<file path="src/rtl/layer_batch_sequencer.sv">
// Per-layer batch sequencer: clears the output BRAMs, then steps each batch through load, compute and drain.
// Optional watchdog is built only when SEQ_WATCHDOG_EN is defined.
module layer_batch_sequencer #(
   parameter int O_ADDR_W     = 9,
   parameter int O_DEPTH      = 512,
   parameter int L0_BATCHES   = 8,
   parameter int L1_BATCHES   = 4,
   parameter int DRAIN_CYCLES = 4,
   parameter int WDT_LIMIT    = 65535
) (
   input  logic                aclk,
   input  logic                aresetn,
   input  logic                start,
   input  logic [1:0]          layer_id_in,
   input  logic                abort,
   input  logic                weight_write_done,
   input  logic                ifmap_write_done,
   input  logic                compute_done,
   input  logic                stream_done,
   output logic                clr_en,
   output logic [O_ADDR_W-1:0] clr_addr,
   output logic                compute_start,
   output logic                stream_start,
   output logic                batch_done,
   output logic                layer_done,
   output logic                busy,
   output logic [1:0]          layer_id,
   output logic [2:0]          batch_id,
   output logic                err_bad_layer,
   output logic                timeout
);

   // state     | meaning
   // IDLE      | waiting for start
   // CLEAR     | sweeping the output BRAMs with zero writes
   // WAIT_LOAD | waiting for both weight and ifmap loads
   // COMPUTE   | compute launched, waiting for compute_done
   // DRAIN     | accumulation flush after compute
   // STREAM    | output manager streaming results out
   // DONE      | layer_done pulse, back to IDLE next
   typedef enum logic [2:0] {
      S_IDLE, S_CLEAR, S_WAIT_LOAD, S_COMPUTE, S_DRAIN, S_STREAM, S_DONE
   } state_t;

   localparam int DRN_W = (DRAIN_CYCLES > 1) ? $clog2(DRAIN_CYCLES) : 1;
   localparam logic [DRN_W-1:0]    DRN_LOAD = DRN_W'(DRAIN_CYCLES - 1);
   localparam logic [O_ADDR_W-1:0] CLR_LAST = O_ADDR_W'(O_DEPTH - 1);
   localparam logic [2:0]          L0_LAST  = 3'(L0_BATCHES - 1);
   localparam logic [2:0]          L1_LAST  = 3'(L1_BATCHES - 1);

   state_t              state_q, state_d;
   logic                clr_en_q, clr_en_d;
   logic [O_ADDR_W-1:0] clr_addr_q, clr_addr_d;
   logic                cs_q, cs_d;
   logic                ss_q, ss_d;
   logic                bd_q, bd_d;
   logic                ld_q, ld_d;
   logic                busy_q, busy_d;
   logic                err_q, err_d;
   logic [1:0]          layer_id_q, layer_id_d;
   logic [2:0]          batch_id_q, batch_id_d;
   logic [2:0]          last_q, last_d;
   logic                w_ok_q, w_ok_d;
   logic                i_ok_q, i_ok_d;
   logic [DRN_W-1:0]    drn_q, drn_d;
   logic                w_seen, i_seen;

`ifdef SEQ_WATCHDOG_EN
   localparam logic [15:0] WDT_TC = 16'(WDT_LIMIT - 1);
   logic [15:0] wdt_q, wdt_d;
   logic        timeout_q, timeout_d;
   logic        wdt_state;
`endif

   // A done pulse in the same cycle as the check counts as already loaded.
   assign w_seen = w_ok_q | weight_write_done;
   assign i_seen = i_ok_q | ifmap_write_done;

   always_comb begin
      state_d    = state_q;
      clr_en_d   = 1'b0;
      clr_addr_d = clr_addr_q;
      cs_d       = 1'b0;
      ss_d       = 1'b0;
      bd_d       = 1'b0;
      ld_d       = 1'b0;
      err_d      = 1'b0;
      layer_id_d = layer_id_q;
      batch_id_d = batch_id_q;
      last_d     = last_q;
      w_ok_d     = w_ok_q;
      i_ok_d     = i_ok_q;
      drn_d      = drn_q;
`ifdef SEQ_WATCHDOG_EN
      timeout_d  = timeout_q;
      wdt_d      = wdt_q;
      wdt_state  = 1'b0;
`endif

      if (state_q != S_IDLE) begin
         w_ok_d = w_seen;
         i_ok_d = i_seen;
      end

      case (state_q)
         S_IDLE: begin
            if (start) begin
               if (layer_id_in[1]) begin
                  err_d = 1'b1;
               end else begin
                  layer_id_d = layer_id_in;
                  last_d     = layer_id_in[0] ? L1_LAST : L0_LAST;
                  batch_id_d = 3'd0;
                  clr_en_d   = 1'b1;
                  clr_addr_d = '0;
                  state_d    = S_CLEAR;
`ifdef SEQ_WATCHDOG_EN
                  timeout_d  = 1'b0;
`endif
               end
            end
         end
         S_CLEAR: begin
            if (clr_addr_q == CLR_LAST) begin
               state_d = S_WAIT_LOAD;
            end else begin
               clr_en_d   = 1'b1;
               clr_addr_d = clr_addr_q + O_ADDR_W'(1);
            end
         end
         S_WAIT_LOAD: begin
            if (w_seen && i_seen) begin
               cs_d    = 1'b1;
               w_ok_d  = 1'b0;
               i_ok_d  = 1'b0;
               state_d = S_COMPUTE;
            end
         end
         S_COMPUTE: begin
            if (compute_done) begin
               drn_d   = DRN_LOAD;
               state_d = S_DRAIN;
            end
         end
         S_DRAIN: begin
            if (drn_q == '0) begin
               if (batch_id_q == last_q) begin
                  ss_d    = 1'b1;
                  state_d = S_STREAM;
               end else begin
                  bd_d       = 1'b1;
                  batch_id_d = batch_id_q + 3'd1;
                  state_d    = S_WAIT_LOAD;
               end
            end else begin
               drn_d = drn_q - DRN_W'(1);
            end
         end
         S_STREAM: begin
            if (stream_done) begin
               ld_d    = 1'b1;
               state_d = S_DONE;
            end
         end
         S_DONE:  state_d = S_IDLE;
         default: state_d = S_IDLE;
      endcase

`ifdef SEQ_WATCHDOG_EN
      wdt_state = (state_q == S_WAIT_LOAD) || (state_q == S_COMPUTE) ||
                  (state_q == S_STREAM);
      // Expiry abandons the layer silently apart from the sticky flag.
      if (wdt_state && (wdt_q == WDT_TC)) begin
         state_d   = S_IDLE;
         timeout_d = 1'b1;
         cs_d      = 1'b0;
         ld_d      = 1'b0;
         w_ok_d    = 1'b0;
         i_ok_d    = 1'b0;
      end
`endif

      if (abort) begin
         state_d    = S_IDLE;
         clr_en_d   = 1'b0;
         clr_addr_d = clr_addr_q;
         cs_d       = 1'b0;
         ss_d       = 1'b0;
         bd_d       = 1'b0;
         ld_d       = 1'b0;
         err_d      = 1'b0;
         layer_id_d = layer_id_q;
         batch_id_d = batch_id_q;
         last_d     = last_q;
         w_ok_d     = 1'b0;
         i_ok_d     = 1'b0;
`ifdef SEQ_WATCHDOG_EN
         timeout_d  = timeout_q;
`endif
      end

`ifdef SEQ_WATCHDOG_EN
      if (state_d != state_q) begin
         wdt_d = '0;
      end else if (wdt_state) begin
         wdt_d = wdt_q + 16'd1;
      end
`endif

      busy_d = (state_d != S_IDLE);
   end

   always_ff @(posedge aclk) begin
      if (!aresetn) begin
         state_q    <= S_IDLE;
         clr_en_q   <= 1'b0;
         clr_addr_q <= '0;
         cs_q       <= 1'b0;
         ss_q       <= 1'b0;
         bd_q       <= 1'b0;
         ld_q       <= 1'b0;
         busy_q     <= 1'b0;
         err_q      <= 1'b0;
         layer_id_q <= 2'd0;
         batch_id_q <= 3'd0;
         last_q     <= 3'd0;
         w_ok_q     <= 1'b0;
         i_ok_q     <= 1'b0;
         drn_q      <= '0;
      end else begin
         state_q    <= state_d;
         clr_en_q   <= clr_en_d;
         clr_addr_q <= clr_addr_d;
         cs_q       <= cs_d;
         ss_q       <= ss_d;
         bd_q       <= bd_d;
         ld_q       <= ld_d;
         busy_q     <= busy_d;
         err_q      <= err_d;
         layer_id_q <= layer_id_d;
         batch_id_q <= batch_id_d;
         last_q     <= last_d;
         w_ok_q     <= w_ok_d;
         i_ok_q     <= i_ok_d;
         drn_q      <= drn_d;
      end
   end

`ifdef SEQ_WATCHDOG_EN
   always_ff @(posedge aclk) begin
      if (!aresetn) begin
         wdt_q     <= '0;
         timeout_q <= 1'b0;
      end else begin
         wdt_q     <= wdt_d;
         timeout_q <= timeout_d;
      end
   end

   assign timeout = timeout_q;
`else
   assign timeout = 1'b0;
`endif

   assign clr_en        = clr_en_q;
   assign clr_addr      = clr_addr_q;
   assign compute_start = cs_q;
   assign stream_start  = ss_q;
   assign batch_done    = bd_q;
   assign layer_done    = ld_q;
   assign busy          = busy_q;
   assign layer_id      = layer_id_q;
   assign batch_id      = batch_id_q;
   assign err_bad_layer = err_q;

endmodule

</file>
<file path="config.mk">
export PLATFORM = sky130hd
export DESIGN_NAME = layer_batch_sequencer
export DESIGN_NICKNAME = d
export VERILOG_FILES = /design/src/rtl/layer_batch_sequencer.sv
export SDC_FILE = /design/constraint.sdc
export NUM_CORES = 1
export LEC_CHECK = 0
export ABC_AREA = 1
export CAP_MARGIN = 10
export CORE_ASPECT_RATIO = 0.9
export CORE_MARGIN = 3
export CORE_UTILIZATION = 45
export DETAILED_ROUTE_END_ITERATION = 6
export PLACE_DENSITY = 0.75
export RECOVER_POWER = 50
export SYNTH_ARGS = -nofsm -noshare
export SYNTH_HDL_FRONTEND = slang
export SYNTH_SLANG_ARGS = --single-unit
</file>
<file path="constraint.sdc">
create_clock -name aclk -period 1.7 [get_ports aclk]
set_input_delay 0.255 -clock aclk [delete_from_list [all_inputs] [get_ports aclk]]
set_output_delay 0.255 -clock aclk [all_outputs]
set_load 0.05 [all_outputs]
</file>
==> results by group <==
Run status
  – Status: finished with violations
  – Failing checks: setup timing

Clock network
  – CTS tree: built
  – Clk buf depth: 2
  – Clock buffer count from CTS: 5
  – Sink Count: 29
  – Clock tree root buffer cell: clkbuf_8
  – H-tree depth: 2
  – Worst-path clk slew: 0.07 ns
  – Worst-Skew Late Latency: 0.29 ns
  – Hold buffers post-CTS: 0

Layout
  – P&R area growth vs syn: 40.22%
  – Post-Layout Cell Count: 321
  – Most frequent cells in the layout: nand2_1 (48), inv_1 (37), nor2_1 (32), dfxtp_1 (23), buf_4 (23)
  – Layout cells sized above 1: 0.2294
  – Ant diodes: 0
  – Most common cell after layout, fill and taps aside: nand2_1
  – Utilization after layout: 0.6742
  – Nets: 292

STA
  – Endpoints failing setup: 11
  – Final hold vios: 0
  – Worst-Margin Slew: 0.6021 ns
  – Achievable frequency: 549.8 MHz
  – Final Skew: 0.009987 ns
  – Rel. slew slack: 0.6003
  – Setup TNS: -0.8161 ns
  – Crit path time final: 1.819 ns
  – Final WS setup: -0.1188 ns
  – Ratio of final minimum period to clock period: 1.070
  – RSZ-0062 raised after global routing: true
  – Max-slew violations: 0

Placement
  – Port bufs: 29
  – Placed Instances: 309
  – Gpl congestion: 0.8534
  – Post-DP HPWL: 2729 µm

Setup path
  – CP max FO: 7
  – Worst-case reg-to-reg path depth: 13
  – Reg-to-Reg Start: clr_addr[1]
  – CP startpoint: clr_addr[1]
  – CP max stage cell: dfxtp_4
  – Critical path class: reg2reg
  – R2r setup slk: -0.12 ns
  – Worst r2r dst: clr_addr[5]
  – Worst path cell trace: ha_4, nand2_4, nor3_4, nand2_1, nor2_2, ha_2, inv_2, o21ai_4, nor2_4, inv_2, nor2_1, nor2_1, nor2_1
  – CP required: 1.88 ns
  – Worst Setup Start Kind: register
  – Cell mode on critical path: nor2_1
  – WP data arrival: 2.00 ns
  – Setup crit end kind: register
  – CP endpoint: clr_addr[5]
  – Max incr delay on CP: 0.36 ns

Floorplan
  – Die span in y: 60.94 µm
  – Die X: 67.04 µm
  – I/O pin cnt: 32
  – Die ar.: 0.004085 mm²
  – Starting Density: 0.4809
  – Core Region: 0.003138 mm²
  – # rows: 19

Synthesis
  – Synth Area per Inst: 6.767 µm²
  – Compound-Gate Fraction of Synth Area: 0.09701
  – Largest family of logic cells by synthesized area: simple AND/OR/NAND/NOR gates
  – Synth top area share: 0.3847
  – Xor and xnor fraction of the mapped netlist area: 0.01161
  – Cell Area, Synth: 0.001509 mm²
  – #FFs+latches synth: 29
  – Synth unique cells: 25
  – Adder-cell share of the synthesized area: 0.03317
  – Synth top area cells: dfxtp_1 (38%), nand2_1 (13%), inv_1 (9.5%)
  – Register area share after synthesis: 0.3847
  – Ys Warns: 0
  – Mux cell area share after synthesis: 0
  – Cell count after synthesis: 223
  – Area leader, netlist: dfxtp_1
  – Simple-gate portion of the synthesized area: 0.3541

Detailed routing
  – Vias post-DR: 1516
  – Initial drt markers: 68
  – WL final: 3662 µm
  – Vias per Instance: 4.723
  – Antenna viol nets, final: 0
  – DR pass1 iterations: 4
  – DRC: 0
  – DR WL/cell: 11.41 µm

Pwr
  – Pleak: 1.025 nW
  – Pwr/cell area: 791.2 mW/mm²
  – Peak supply drop: 796.3 µV

GRT
  – Vias in the first global route: 1355
  – First-pass GRT wire length: 5706 µm
  – Antenna violations before repair: 0
  – Largest net degree at the start of global routing: 11
  – Total GRT Usage: 0.1903
  – GR Overflow Total: 0

Worst hold path
  – Hold Path Class: reg2reg

Run
  – Max-cap viol count: 0
-- layer usage --
metal,wire [µm],share of wire,track usage
met1,1729,0.47,0.2508
met2,1675,0.46,0.2913
met3,216,0.059,0.05185
met4,42,0.011,0.08671
met5,0,0,0
-- repair_timing --
item	4_1_cts	5_1_grt
gates resized for setup	3	13
hold endpoints to repair	0	0
gates cloned	0	0
pin swaps	0	12
buffers inserted	2	2
setup endpoints to repair	8	12
-- worst min path at each step --
stage,slack (ns),to,cells after the start,from
floorplan,0.34,last_q[2],1,layer_id_in[0]
global placement,0.43,drn_q[0],1,drn_q[0]
detailed placement,0.44,drn_q[0],1,drn_q[0]
CTS,0.45,drn_q[0],1,drn_q[0]
global route,0.47,drn_q[0],1,drn_q[0]
finish,0.45,drn_q[0],1,drn_q[0]
-- synth_stat cells --
cell      number
nor2_2         3
buf_6          1
buf_4          2
o21ai_2        1
a21oi_2        2
xor2_1         1
xnor2_1        1
conb_1         1
inv_2          2
nand2_4        1
nand3_1       18
ha_1           4
nor2_1        34
a21oi_1       15
nor3_1         1
dfxtp_1       29
nand4_1        1
nor2_4         2
nor4_1         1
nand3_2        3
nand2_1       51
inv_1         38
nand3b_1       1
nand3_4        1
o21ai_0        9
-- stage by stage --
stage | hold WS (ns) | power (mW) | cell area, µm² | worst slack (ns)
after floorplan | 0.3444 | 0.8208 | 1548 | -0.1351
after global placement | 0.4343 | 0.8844 | 1952 | -0.002509
after detailed placement | 0.4421 | 0.8859 | 1952 | -0.03670
after CTS | 0.4495 | 1.682 | 2102 | -0.0001688
after global routing | 0.4706 | 1.719 | 2116 | -0.2965
final | 0.4467 | 1.674 | 2116 | -0.1188
-- flip-flops by register name (all words and copies together) (netlist names) --
register / flops
layer_id: 1
batch_done: 1
last_q: 2
busy: 1
stream_start: 1
layer_done: 1
clr_addr: 9
w_ok_q: 1
compute_start: 1
clr_en: 1
state_q: 3
batch_id: 3
i_ok_q: 1
drn_q: 2
err_bad_layer: 1
-- where the power goes --
part | internal (mW) | total, mW | switching (mW)
clock | 0.523 | 0.802 | 0.279
sequential | 0.686 | 0.695 | 0.00902
combinational | 0.0655 | 0.178 | 0.112
-- layout make-up --
| class | count | area [µm²] |
|---|---|---|
| clock buffer | 6 | 93.84 |
| timing repair buffer | 50 | 370.4 |
| fill | 302 | 1022 |
| tap | 42 | 52.55 |
| inverter | 40 | 150.1 |
| sequential | 29 | 598.1 |
| clock inverter | 2 | 35.03 |
| multi-input combinational | 152 | 815.8 |
-- critical path, delay by kind of cell, from the launching register on --
family	cells	cell delay, ns
compound gates	1	0.16
fa+ha+maj	2	0.32
buf+inv	2	0.15
flops	1	0.36
simple gates	8	0.71
-- cell families (layout without fill, tap and decap cells) --
family                     after synthesis  after routing
and+or+nand+nor                        117            117
buffers and inverters                   43             98
DFF                                     29             29
AOI/OAI and AO/OA                       27             27
adders and majority gates                4              4
xor gates and xnor gates                 2              2
other                                    1              2
Power figures use the tool's default switching activity.
